## config.mk

```make
export PLATFORM = sky130hd
export DESIGN_NAME = instruction_fetch_unit_flat
export DESIGN_NICKNAME = d
export VERILOG_FILES = /design/src/rtl/instruction_fetch_unit_if.sv /design/src/rtl/instruction_fetch_unit.sv /design/src/flat_wrapper.sv
export SDC_FILE = /design/constraint.sdc
export NUM_CORES = 1
export LEC_CHECK = 0
export CORE_ASPECT_RATIO = 0.5
export CORE_MARGIN = 5
export CORE_UTILIZATION = 35
export DETAILED_ROUTE_END_ITERATION = 12
export PLACE_DENSITY = 0.68
export SLEW_MARGIN = 25
export SYNTH_ARGS = -nofsm -noshare
export SYNTH_HDL_FRONTEND = slang
export SYNTH_SLANG_ARGS = --single-unit
```

## constraint.sdc

```tcl
create_clock -name clk -period 4.5 [get_ports clk]
set_input_delay 1.35 -clock clk [delete_from_list [all_inputs] [get_ports clk]]
set_output_delay 1.35 -clock clk [all_outputs]
set_load 0.05 [all_outputs]
```

## src/rtl/instruction_fetch_unit_if.sv

```systemverilog
// Bus bundle for the instruction fetch unit: memory request side, redirect/hold
// controls and the instruction stream toward the decoder.
interface instruction_fetch_unit_if;
  logic [31:0] mem_address;
  logic        mem_read;
  logic [31:0] mem_read_data;
  logic        mem_ready;
  logic        branch_taken;
  logic [31:0] branch_address;
  logic        freeze;
  logic        inst_valid;
  logic        inst_ready;
  logic [31:0] instruction;
  logic [31:0] inst_pc;

  modport master (
    output mem_address, mem_read, inst_valid, instruction, inst_pc,
    input  mem_read_data, mem_ready, branch_taken, branch_address, freeze, inst_ready
  );

  modport slave (
    input  mem_address, mem_read, inst_valid, instruction, inst_pc,
    output mem_read_data, mem_ready, branch_taken, branch_address, freeze, inst_ready
  );
endinterface

```

## src/rtl/instruction_fetch_unit.sv

```systemverilog
// Sequential instruction fetcher with a small FIFO buffer, branch flush/redirect
// and a DISCARD state that drains an in-flight request after a redirect.
module instruction_fetch_unit #(
  parameter logic [31:0] RESET_PC   = 32'h0000_0000,
  parameter int          FIFO_DEPTH = 2
) (
  input logic                       clk,
  input logic                       rst,
  instruction_fetch_unit_if.master  bus
);

  localparam int PTR_W = $clog2(FIFO_DEPTH);
  localparam int CNT_W = PTR_W + 1;

  typedef enum logic [1:0] {IDLE, FETCH, DISCARD, HOLD} state_t;

  state_t             state_reg, state_next;
  logic [31:0]        fetch_pc_reg, fetch_pc_next;
  logic [31:0]        addr_reg, addr_next;
  logic [PTR_W-1:0]   rd_ptr_reg, rd_ptr_next;
  logic [PTR_W-1:0]   wr_ptr_reg, wr_ptr_next;
  logic [CNT_W-1:0]   count_reg, count_next;

  logic               push, pop, slot_free, can_start;
  logic               mem_read_int, inst_valid_int;
  logic [63:0]        head;
  logic [31:0]        instruction_int, inst_pc_int;
  logic [63:0]        entry_rd [FIFO_DEPTH];

  // A branch cancels both the response landing this cycle and any pop.
  assign push = (state_reg == FETCH) && bus.mem_ready && !bus.branch_taken;
  assign pop  = inst_valid_int && bus.inst_ready && !bus.branch_taken;

  always_comb begin
    count_next  = count_reg;
    rd_ptr_next = rd_ptr_reg;
    wr_ptr_next = wr_ptr_reg;
    if (bus.branch_taken) begin
      count_next  = '0;
      rd_ptr_next = '0;
      wr_ptr_next = '0;
    end else begin
      if (push) wr_ptr_next = wr_ptr_reg + PTR_W'(1);
      if (pop)  rd_ptr_next = rd_ptr_reg + PTR_W'(1);
      if (push && !pop)      count_next = count_reg + CNT_W'(1);
      else if (!push && pop) count_next = count_reg - CNT_W'(1);
    end
  end

  assign slot_free = count_next < CNT_W'(FIFO_DEPTH);
  assign can_start = slot_free && !bus.freeze;

  always_comb begin
    fetch_pc_next = fetch_pc_reg;
    if (bus.branch_taken)
      fetch_pc_next = {bus.branch_address[31:2], 2'b00};
    else if (push)
      fetch_pc_next = fetch_pc_reg + 32'd4;
  end

  // State register
  always_ff @(posedge clk or negedge rst) begin
    if (!rst) state_reg <= IDLE;
    else      state_reg <= state_next;
  end

  // Next-state logic
  always_comb begin
    state_next = state_reg;
    case (state_reg)
      IDLE:    state_next = bus.freeze ? HOLD : FETCH;
      FETCH: begin
        if (bus.mem_ready)         state_next = can_start ? FETCH : HOLD;
        else if (bus.branch_taken) state_next = DISCARD;
      end
      DISCARD: if (bus.mem_ready) state_next = can_start ? FETCH : HOLD;
      HOLD:    if (can_start)     state_next = FETCH;
      default: state_next = IDLE;
    endcase
  end

  // Output logic, decoded from registered state only
  always_comb begin
    mem_read_int    = (state_reg == FETCH) || (state_reg == DISCARD);
    inst_valid_int  = (count_reg != '0);
    head            = entry_rd[rd_ptr_reg];
    instruction_int = inst_valid_int ? head[63:32] : 32'd0;
    inst_pc_int     = inst_valid_int ? head[31:0]  : 32'd0;
  end

  // The request address only moves when a new request begins, so DISCARD keeps the old one.
  assign addr_next = (state_next == FETCH) ? fetch_pc_next : addr_reg;

  always_ff @(posedge clk or negedge rst) begin
    if (!rst) begin
      fetch_pc_reg <= RESET_PC;
      addr_reg     <= RESET_PC;
      rd_ptr_reg   <= '0;
      wr_ptr_reg   <= '0;
      count_reg    <= '0;
    end else begin
      fetch_pc_reg <= fetch_pc_next;
      addr_reg     <= addr_next;
      rd_ptr_reg   <= rd_ptr_next;
      wr_ptr_reg   <= wr_ptr_next;
      count_reg    <= count_next;
    end
  end

  genvar gi;
  generate
    for (gi = 0; gi < FIFO_DEPTH; gi++) begin : g_entry
      logic [63:0] data_reg;
      always_ff @(posedge clk or negedge rst) begin
        if (!rst)
          data_reg <= '0;
        else if (push && (wr_ptr_reg == PTR_W'(gi)))
          data_reg <= {bus.mem_read_data, addr_reg};
      end
      assign entry_rd[gi] = data_reg;
    end
  endgenerate

  assign bus.mem_read    = mem_read_int;
  assign bus.mem_address = addr_reg;
  assign bus.inst_valid  = inst_valid_int;
  assign bus.instruction = instruction_int;
  assign bus.inst_pc     = inst_pc_int;

endmodule

```

## src/flat_wrapper.sv

```systemverilog
// flat-port wrapper written by rule: the top's interface ports become plain ports
module instruction_fetch_unit_flat 
#(
  parameter logic [31:0] RESET_PC   = 32'h0000_0000,
  parameter int          FIFO_DEPTH = 2
)
  (clk, rst, bus_mem_address, bus_mem_read, bus_inst_valid, bus_instruction, bus_inst_pc, bus_mem_read_data, bus_mem_ready, bus_branch_taken, bus_branch_address, bus_freeze, bus_inst_ready);
  instruction_fetch_unit_if bus_i ();
  input logic clk;
  input logic rst;
  output wire logic [$bits(bus_i.mem_address)-1:0] bus_mem_address;
  output wire logic [$bits(bus_i.mem_read)-1:0] bus_mem_read;
  output wire logic [$bits(bus_i.inst_valid)-1:0] bus_inst_valid;
  output wire logic [$bits(bus_i.instruction)-1:0] bus_instruction;
  output wire logic [$bits(bus_i.inst_pc)-1:0] bus_inst_pc;
  input wire logic [$bits(bus_i.mem_read_data)-1:0] bus_mem_read_data;
  input wire logic [$bits(bus_i.mem_ready)-1:0] bus_mem_ready;
  input wire logic [$bits(bus_i.branch_taken)-1:0] bus_branch_taken;
  input wire logic [$bits(bus_i.branch_address)-1:0] bus_branch_address;
  input wire logic [$bits(bus_i.freeze)-1:0] bus_freeze;
  input wire logic [$bits(bus_i.inst_ready)-1:0] bus_inst_ready;
  assign bus_mem_address = bus_i.mem_address;
  assign bus_mem_read = bus_i.mem_read;
  assign bus_inst_valid = bus_i.inst_valid;
  assign bus_instruction = bus_i.instruction;
  assign bus_inst_pc = bus_i.inst_pc;
  assign bus_i.mem_read_data = bus_mem_read_data;
  assign bus_i.mem_ready = bus_mem_ready;
  assign bus_i.branch_taken = bus_branch_taken;
  assign bus_i.branch_address = bus_branch_address;
  assign bus_i.freeze = bus_freeze;
  assign bus_i.inst_ready = bus_inst_ready;
  instruction_fetch_unit #(.RESET_PC(RESET_PC), .FIFO_DEPTH(FIFO_DEPTH)) u_core (.clk(clk), .rst(rst), .bus(bus_i));
endmodule
```

After elaboration in Yosys (flattened, before gate mapping)
Index checks and enable logic that the tools add are counted.

storage, ports and cells
  flip-flop bits (word level) = 198
  input bits = 70
  logic and storage cells = 60
  output and inout bits = 98

cells by class
  bitwise gates (word level) = 2
  reduce and logical (&&, ||, !) cells = 18
  equality and inequality tests = 4
  add/subtract/negate cells = 5
  mux-type cells = 21
  order comparisons = 2

operators with widths
  cell                                                       count
  two-way mux 64 bit                                         3
  two-way mux 32 bit                                         4
  adder 32 x 3 -> 32 bit (second input constant)             1
  two-way mux 2 bit                                          9
  logical AND 1 bit                                          9
  one-hot mux 2 bit (4 select lines)                         1
  nonzero test 2 bit                                         3
  equality test 2 x 1 -> 1 bit (second input constant)       2
  equality test 2 bit (second input constant)                2
  zero test 1 bit                                            4
  two-way mux 1 bit                                          4
  adder 1 bit (second input constant)                        2
  adder 2 x 1 -> 2 bit (second input constant)               1
  greater-or-equal comparator 2 bit (second input constant)  1
  zero test 2 bit                                            1
  less-than comparator 2 bit (second input constant)         1
  inverter 1 -> 2 bit                                        1
  subtractor 2 x 1 -> 2 bit (second input constant)          1
  logical OR 1 bit                                           1
  inverter 1 bit                                             1

Longest topological paths before layout
Gate-level depths: netlist (run 1).

  word-level depth = 14
  depth in mapped cells = 10
  mapped depth without buffers = 8

Worst setup path before layout (run 1)
OpenSTA, ideal clock, no wires.

  path kind = reg-to-output
  start = register u_core.rd_ptr_reg
  end = output bus_inst_pc[23]
  data arrival time = 1956 ps
  required time = 3150 ps
  cell stages (with the launch flop) = 5
  slack = 1194 ps
  path buffers = 2
  cells stage by stage = dfrtp_1 -> clkbuf_1 -> buf_1 -> mux2i_1 -> nor2_1

between the ends
  longest elaborated chain between the ends = 5

ends and longest elaborated chain
  item                                                    RTL line                       source
  start: declaration                                      instruction_fetch_unit.sv:20   logic [PTR_W-1:0] rd_ptr_reg, rd_ptr_next;
  start signal: assignment                                instruction_fetch_unit.sv:104  rd_ptr_reg <= rd_ptr_next;
  inverter 1 -> 2 bit (not written as such)               instruction_fetch_unit.sv:86   head = entry_rd[rd_ptr_reg];
  two-way mux 64 bit (not written as such) (3 in series)  instruction_fetch_unit.sv:86
  two-way mux 32 bit                                      instruction_fetch_unit.sv:88   inst_pc_int = inst_valid_int ? head[31:0] : 32'd0;
  end: declaration                                        flat_wrapper.sv:15             output wire logic [$bits(bus_i.inst_pc)-1:0] bus_inst_pc;

No other way between the ends. The select of a mux whose other input is x is not followed.

Worst setup path in the final report (run 1)
  start = register u_core.rd_ptr_reg
  end = output bus_instruction[29]

between the ends
  longest elaborated chain between the ends = 5

ends and longest elaborated chain
  item                                                    RTL line                      source
  inverter 1 -> 2 bit (not written as such)               instruction_fetch_unit.sv:86
  two-way mux 64 bit (not written as such) (3 in series)  instruction_fetch_unit.sv:86
  two-way mux 32 bit                                      instruction_fetch_unit.sv:87  instruction_int = inst_valid_int ? head[63:32] : 32'd0;
  end: declaration                                        flat_wrapper.sv:14            output wire logic [$bits(bus_i.instruction)-1:0] bus_instruction;

No other way between the ends. The select of a mux whose other input is x is not followed.

==> results of run 1 <==
## through the flow
step	setup slack, ns	hold slack, ns	area, um2	util, %
detailed placement	0.398	0.493	11200	43.9
global route	0.409	0.521	11800	46.2
finish	0.514	0.506	11800	46.2
floorplan	1.19	0.469	9130	-
global placement	0.467	0.486	11200	43.9
CTS	0.474	0.510	11800	46.2
## worst reg2reg max path: cells and delay by family (launching register included)
kind / cells / cell delay (ns)
AOI/OAI and AO/OA: 3 / 0.78
adders and majority gates: 1 / 0.19
buffers and inverters: 3 / 1.02
DFF: 1 / 0.36
muxes: 2 / 0.51
and+or+nand+nor: 1 / 0.32
## layer usage
layer / up-vias / part of all wire [%] / routed length [um]
li1: 2813 / - / -
met1: 3042 / 43 / 9180
met2: 66 / 53 / 11300
met3: 20 / 2.6 / 564
met4: 0 / 1.2 / 254
met5: - / 0 / 0
## final cells by class
| class | instances | area (um2) | share of cell area, % |
|---|---|---|---|
| Clock buffer | 19 | 443 | 3.77 |
| Inverter | 10 | 37.5 | 0.319 |
| Clock inverter | 13 | 139 | 1.18 |
| Sequential cell | 198 | 4960 | 42.2 |
| Tap cell | 344 | 430 | 3.66 |
| Timing Repair Buffer | 177 | 1780 | 15.1 |
| Multi-Input combinational cell | 478 | 3970 | 33.8 |
## kinds of logic after synthesis
| family | count (synthesis) | synth area share (%) |
|---|---|---|
| multiplexers | 227 | 28.3 |
| flip-flops | 198 | 54.2 |
| AND/OR/NAND/NOR | 171 | 8.48 |
| buffers and inverters | 51 | 2.52 |
| AO/OA/AOI/OAI | 41 | 2.45 |
| XOR/XNOR | 33 | 3.16 |
| adder cells (fa/ha/maj) | 6 | 0.822 |
## power groups by stage
stage | registers, mW | logic (mW) | clock network [mW]
2_1_floorplan | 3.28 | 3.12 | 0
3_3_place_gp | 2.95 | 4.85 | 0
3_5_place_dp | 3.00 | 4.91 | 0
4_1_cts | 2.97 | 4.93 | 1.55
5_1_grt | 3.06 | 5.14 | 1.63
6_report | 2.96 | 4.86 | 1.51
## placed cells by master, fill, tap and decap left out, drive strengths merged
cell and instances:
nand2b 1, and2 2, clkinv 4, ha 6, a211o 1, bufinv 1
nor2 79, or3b 1, and4b 1, o31ai 1, xnor2 25, clkinvlp 2
xor2 8, nand3b 1, nand2 43, a31oi 1, mux2i 66, a21o 1
o21ai 33, dfrtp 198, clkbuf 20, nor4 1, and4 3, nand3 10
clkdlybuf4s50 163, inv 16, buf 13, nand4 6, o211a 1, and3 7
nor2b 2, nor3 13, and2b 1, mux2 161, a21oi 3
## worst paths after layout
| check | to | slack, ns |
|---|---|---|
| setup / recovery | bus_instruction[29] | 0.51 |
| hold / removal | u_core.g_entry[0].data_reg[44] | 0.51 |
| setup reg to reg | u_core.bus.mem_address[9] | 1.20 |
| hold reg to reg | u_core.g_entry[0].data_reg[44] | 0.51 |
| max in group asynchronous | u_core.g_entry[1].data_reg[47] | 2.64 |
| min in group asynchronous | u_core.g_entry[1].data_reg[19] | 0.94 |
==> flow_metrics.tcl, run 1 <==
set metrics [dict create \
    grt_max_degree 85 \
    grt.overflow.total 0 \
    yosysMostFrequentCell "dfrtp_1" \
    worstPathBufferInverterCount 2 \
    clock_latency_ns 0.43 \
    hp-start "u_core.g_entry[0].data_reg[44]" \
    swShare_pct 43.2 \
    ios 168 \
    area_growth_pct 28.7 \
    synth_area_um2 9130 \
    crit_type "reg -> out" \
    p_clk_share_pct 16.2 \
    timing.final.hold_violations 0 \
    routed_via_density 4.79 \
    synth_cell_types 41 \
    fp.dieH_um 124 \
    cts_setup_buffers 0 \
    busiest_layer "met2" \
    path_cells "buf_12 > mux2i_1 > nor2_1 > clkdlybuf4s50_1" \
    synth-seq-area-share_pct 54.2 \
    drc 0 \
    min_period_ns 3.99 \
    grt.met1_usage_pct 17.7 \
    avgSynthCellArea_um2 12.6 \
    slowest_delay_ns 0.84 \
    finalNonFillerCells 1239 \
    p_leak_nw 5.00 \
    cts_buffer_depth 2 \
    yosys_register_bits 198 \
    syn_inst 727 \
    largest_reg_flops 128 \
    power_frac_seq_pct 31.8 \
    synthTopCellsByArea "dfrtp_1, mux2_2, mux2i_1" \
    fmax_mhz 251 \
    hp-class "reg -> reg" \
    cts_htree_levels 4 \
    clk_pin_slew_ns 0.08 \
    netlist_top_cells_count "dfrtp_1, mux2_2, nor2_1" \
    slew_headroom_pct 31.5 \
    root_buffer "clkbuf_16" \
    cp-end-kind "primary output" \
    cts_inserted_buffers 17 \
    cp-start-kind "flop" \
    min_period_over_period_pct 88.6 \
    arrival_ns 2.64 \
    synth_top_area_share_pct 54.2 \
    gr-usage-met2_pct 26.4 \
    place_inst 1207 \
    cts.sinks 198 \
    grt_pass1_wl_mm 35.0 \
    rsz0062_at_grt "no" \
    core_area_um2 25400 \
    die_w_um 238 \
    synth_warnings 0 \
    syn-num-nets 803 \
    nNetsFinal 958 \
    first_pass_iters 5 \
    ff2ff_path_depth 10 \
    vias 5941 \
    p_int_mw 5.30 \
    grt_pass1_vias 6440 \
    worst-path-stages 4 \
    synth_flop_cell "dfrtp_1" \
    tritoncts "done" \
    wire_per_inst_um 17.2 \
    grt_use_total_pct 14.6 \
    cts_hold_buffers 0 \
    initial_utilization_pct 35.9 \
    hold_depth 1 \
    finalSetupTns_ns 0 \
    setup_viol 0 \
    slowest_stage "clkdlybuf4s50_1" \
    ir_drop_mv 0.349 \
    crit_fanout 33 \
    regToRegStartpoint "u_core.count_reg[0]" \
    wl_mm 21.3 \
    worstPathRequired_ns 3.15 \
    cts_resized 0 \
    report.final.slew_viol_count 0 \
    dpl.hpwl_mm 14.3 \
    use_met3_pct 3.21 \
    drt-initial-drc-count 339 \
    maxCapViolations 0 \
    antenna_cells 0 \
    fillCellCount 2296 \
    synth-edff-count 0 \
    die-area_um2 29600 \
    place_congestion 0.744 \
    status "complete, no violations" \
    rows 41 \
    drive_above_1_share_pct 23.9 \
    crit_family "buffers and inverters" \
    crit_start "u_core.rd_ptr_reg" \
    tightest_slew_ns 1.03 \
    power.density_nw_per_um2 794 \
    antenna_found_initial 0 \
    io_buffers 165 \
    finClkSkew_ns 0.00800 \
    drtAntennaViolNets 0 \
    yosysTopAreaCell "dfrtp_1" \
    switching_power_mw 4.03 \
    async_reset_ff_share_pct 100 \
    p_comb_share_pct 52.1 \
    power_mw 9.33 \
]
(Power assumes the default switching activity.)
==> run 2, diff against run 1 <==
==> constraint.sdc (replaced) <==
create_clock -name clk -period 4.5 [get_ports clk]
set_input_delay 0.9 -clock clk [delete_from_list [all_inputs] [get_ports clk]]
set_output_delay 0.9 -clock clk [all_outputs]
set_load 0.005 [all_outputs]
==> run 2 against run 1 <==
  * Final area is 0.37% lower
  * Hold slack worse by 0.084 ns
  * First-iteration DRC count increased by 15%
  * Total power shrank 16%
  * Largest power group unchanged
  * Global-route usage shrank 0.064 points
  * Largest cell class unchanged
  * Count of clock-buffer cells in the layout rose by 1
  * Critical endpoint is now bus_instruction[16]
  * Fmax up 9.0%
  * Clock skew up 0.0022 ns
  * Combinational power fell by 31%
  * Critical path type unchanged
==> flow_metrics.tcl, run 2 (synthesized netlist as in run 1, its figures left out) <==
set metrics [dict create \
    status "complete, no violations" \
    io_buffers 165 \
    setup_slack_ns 0.843 \
    min_period_ns 3.66 \
    ios 168 \
    final_common_cell "dfrtp_1" \
    cts.sinks 198 \
    grt_pass1_vias 6457 \
    top_layer "met4" \
    largest_reg_flops 128 \
    drc 0 \
    wire_per_inst_um 17.4 \
    report.final.slew_viol_count 0 \
    finalSetupTns_ns 0 \
    min_period_over_period_pct 81.3 \
    die-area_um2 29600 \
    wl_met2_mm 11.3 \
    cts_inserted_buffers 17 \
    hp-class "in -> async" \
    arrival_ns 2.76 \
    p_leak_nw 4.98 \
    cts_resized 0 \
    clk_pin_slew_ns 0.07 \
    crit_type "reg -> out" \
    maxCapViolations 0 \
    initial_utilization_pct 35.9 \
    worstPathRequired_ns 3.60 \
    cts_hold_buffers 0 \
    finClkSkew_ns 0.0102 \
    clock_latency_ns 0.43 \
    fmax_mhz 273 \
    area_growth_pct 28.3 \
    vias 5989 \
    setup_viol 0 \
    slew_headroom_pct 30.7 \
    crit_fanout 40 \
    wl_met1_mm 9.05 \
    grt_max_degree 88 \
    drt-initial-drc-count 389 \
    rsz0062_at_grt "no" \
    dpl.hpwl_mm 14.6 \
    routed_via_density 4.85 \
    power_mw 7.80 \
    nNetsFinal 956 \
    core_area_um2 25400 \
    cts_setup_buffers 0 \
    place_ws_ns 1.05 \
    tightest_slew_ns 1.04 \
    drive_above_1_share_pct 23.5 \
    grt_pass1_wl_mm 34.7 \
    fillCellCount 2330 \
    drtAntennaViolNets 0 \
    die_w_um 238 \
    wl_met3_um 589 \
    rows 41 \
    wl_mm 21.5 \
    cts_buffer_depth 2 \
    root_buffer "clkbuf_16" \
    fin_util_pct 46.0 \
    antenna_cells 0 \
    tritoncts "done" \
    grt.overflow.total 0 \
    timing.final.hold_violations 0 \
    power.density_nw_per_um2 666 \
    cp-start-kind "flop" \
    cts_htree_levels 4 \
    ir_drop_mv 0.302 \
    first_pass_iters 4 \
    layout_common_cells "dfrtp_1, clkdlybuf4s50_1, mux2_2" \
    cp-end-kind "primary output" \
    place_congestion 0.742 \
    fp.dieH_um 124 \
    antenna_found_initial 0 \
    grt_use_total_pct 14.6 \
]
==> run 2: cell types whose count changed in the layout (fill, tap and decap cells not counted) <==
cell | before | now
clkbuf_8 | 2 | 3
buf_4 | 9 | 7
inv_8 | 4 | 1
clkinv_4 | 3 | 2
==> run 2: worst max-delay path, cell delays in order, from the launching register on <==
cell             delay, ns
dfrtp_1               0.39
inv_1                 0.09
ha_2                  0.61
buf_4                 0.53
nor2_1                0.14
clkdlybuf4s50_1       0.50
==> run 2: cell type report <==
| cell class | count | area [um2] | area share, % |
|---|---|---|---|
| clock buffer | 20 | 457 | 3.90 |
| clock inverter | 9 | 96.3 | 0.822 |
| inverter | 10 | 37.5 | 0.320 |
| multi-input combinational | 478 | 3970 | 33.9 |
| sequential | 198 | 4960 | 42.3 |
| tap | 344 | 430 | 3.67 |
| timing repair buffer | 175 | 1760 | 15.0 |
==> run 2: per-layer routing <==
layer,up-vias,GRT usage [%]
li1,2798,-
met1,3105,17.5
met2,58,25.8
met3,28,3.12
met4,0,5.29
met5,-,0
==> run 2: path summary, 6_finish.rpt <==
kind                                                startpoint                             end  slack (ns)  depth (start not counted)
worst min-delay path                                       rst  u_core.g_entry[1].data_reg[17]        0.42                          1
max in group asynchronous                                  rst               u_core.rd_ptr_reg        2.91                          2
worst max-delay path                       u_core.count_reg[1]             bus_instruction[16]        0.84                          5
worst min register to register  u_core.g_entry[1].data_reg[41]  u_core.g_entry[1].data_reg[41]        0.51                          1
worst max register to register             u_core.count_reg[1]      u_core.bus.mem_address[10]        1.32                          9
min in group clk                u_core.g_entry[1].data_reg[41]  u_core.g_entry[1].data_reg[41]        0.51                          1
==> run 2: power by group <==
group | internal [mW] | switching, mW
Sequential | 2.48 | 0.520
Combinational | 2.04 | 1.31
Clock | 0.792 | 0.668
Total | 5.31 | 2.49
==> run 2: per-stage QoR <==
stage | cells | area (um2) | hold slack (ns)
after floorplan | 727 | 9130 | 0.469
after global placement | 1205 | 11200 | 0.486
after detailed placement | 1205 | 11200 | 0.493
after CTS | 1234 | 11700 | 0.426
after global routing | 1234 | 11700 | 0.442
final | 1234 | 11700 | 0.422
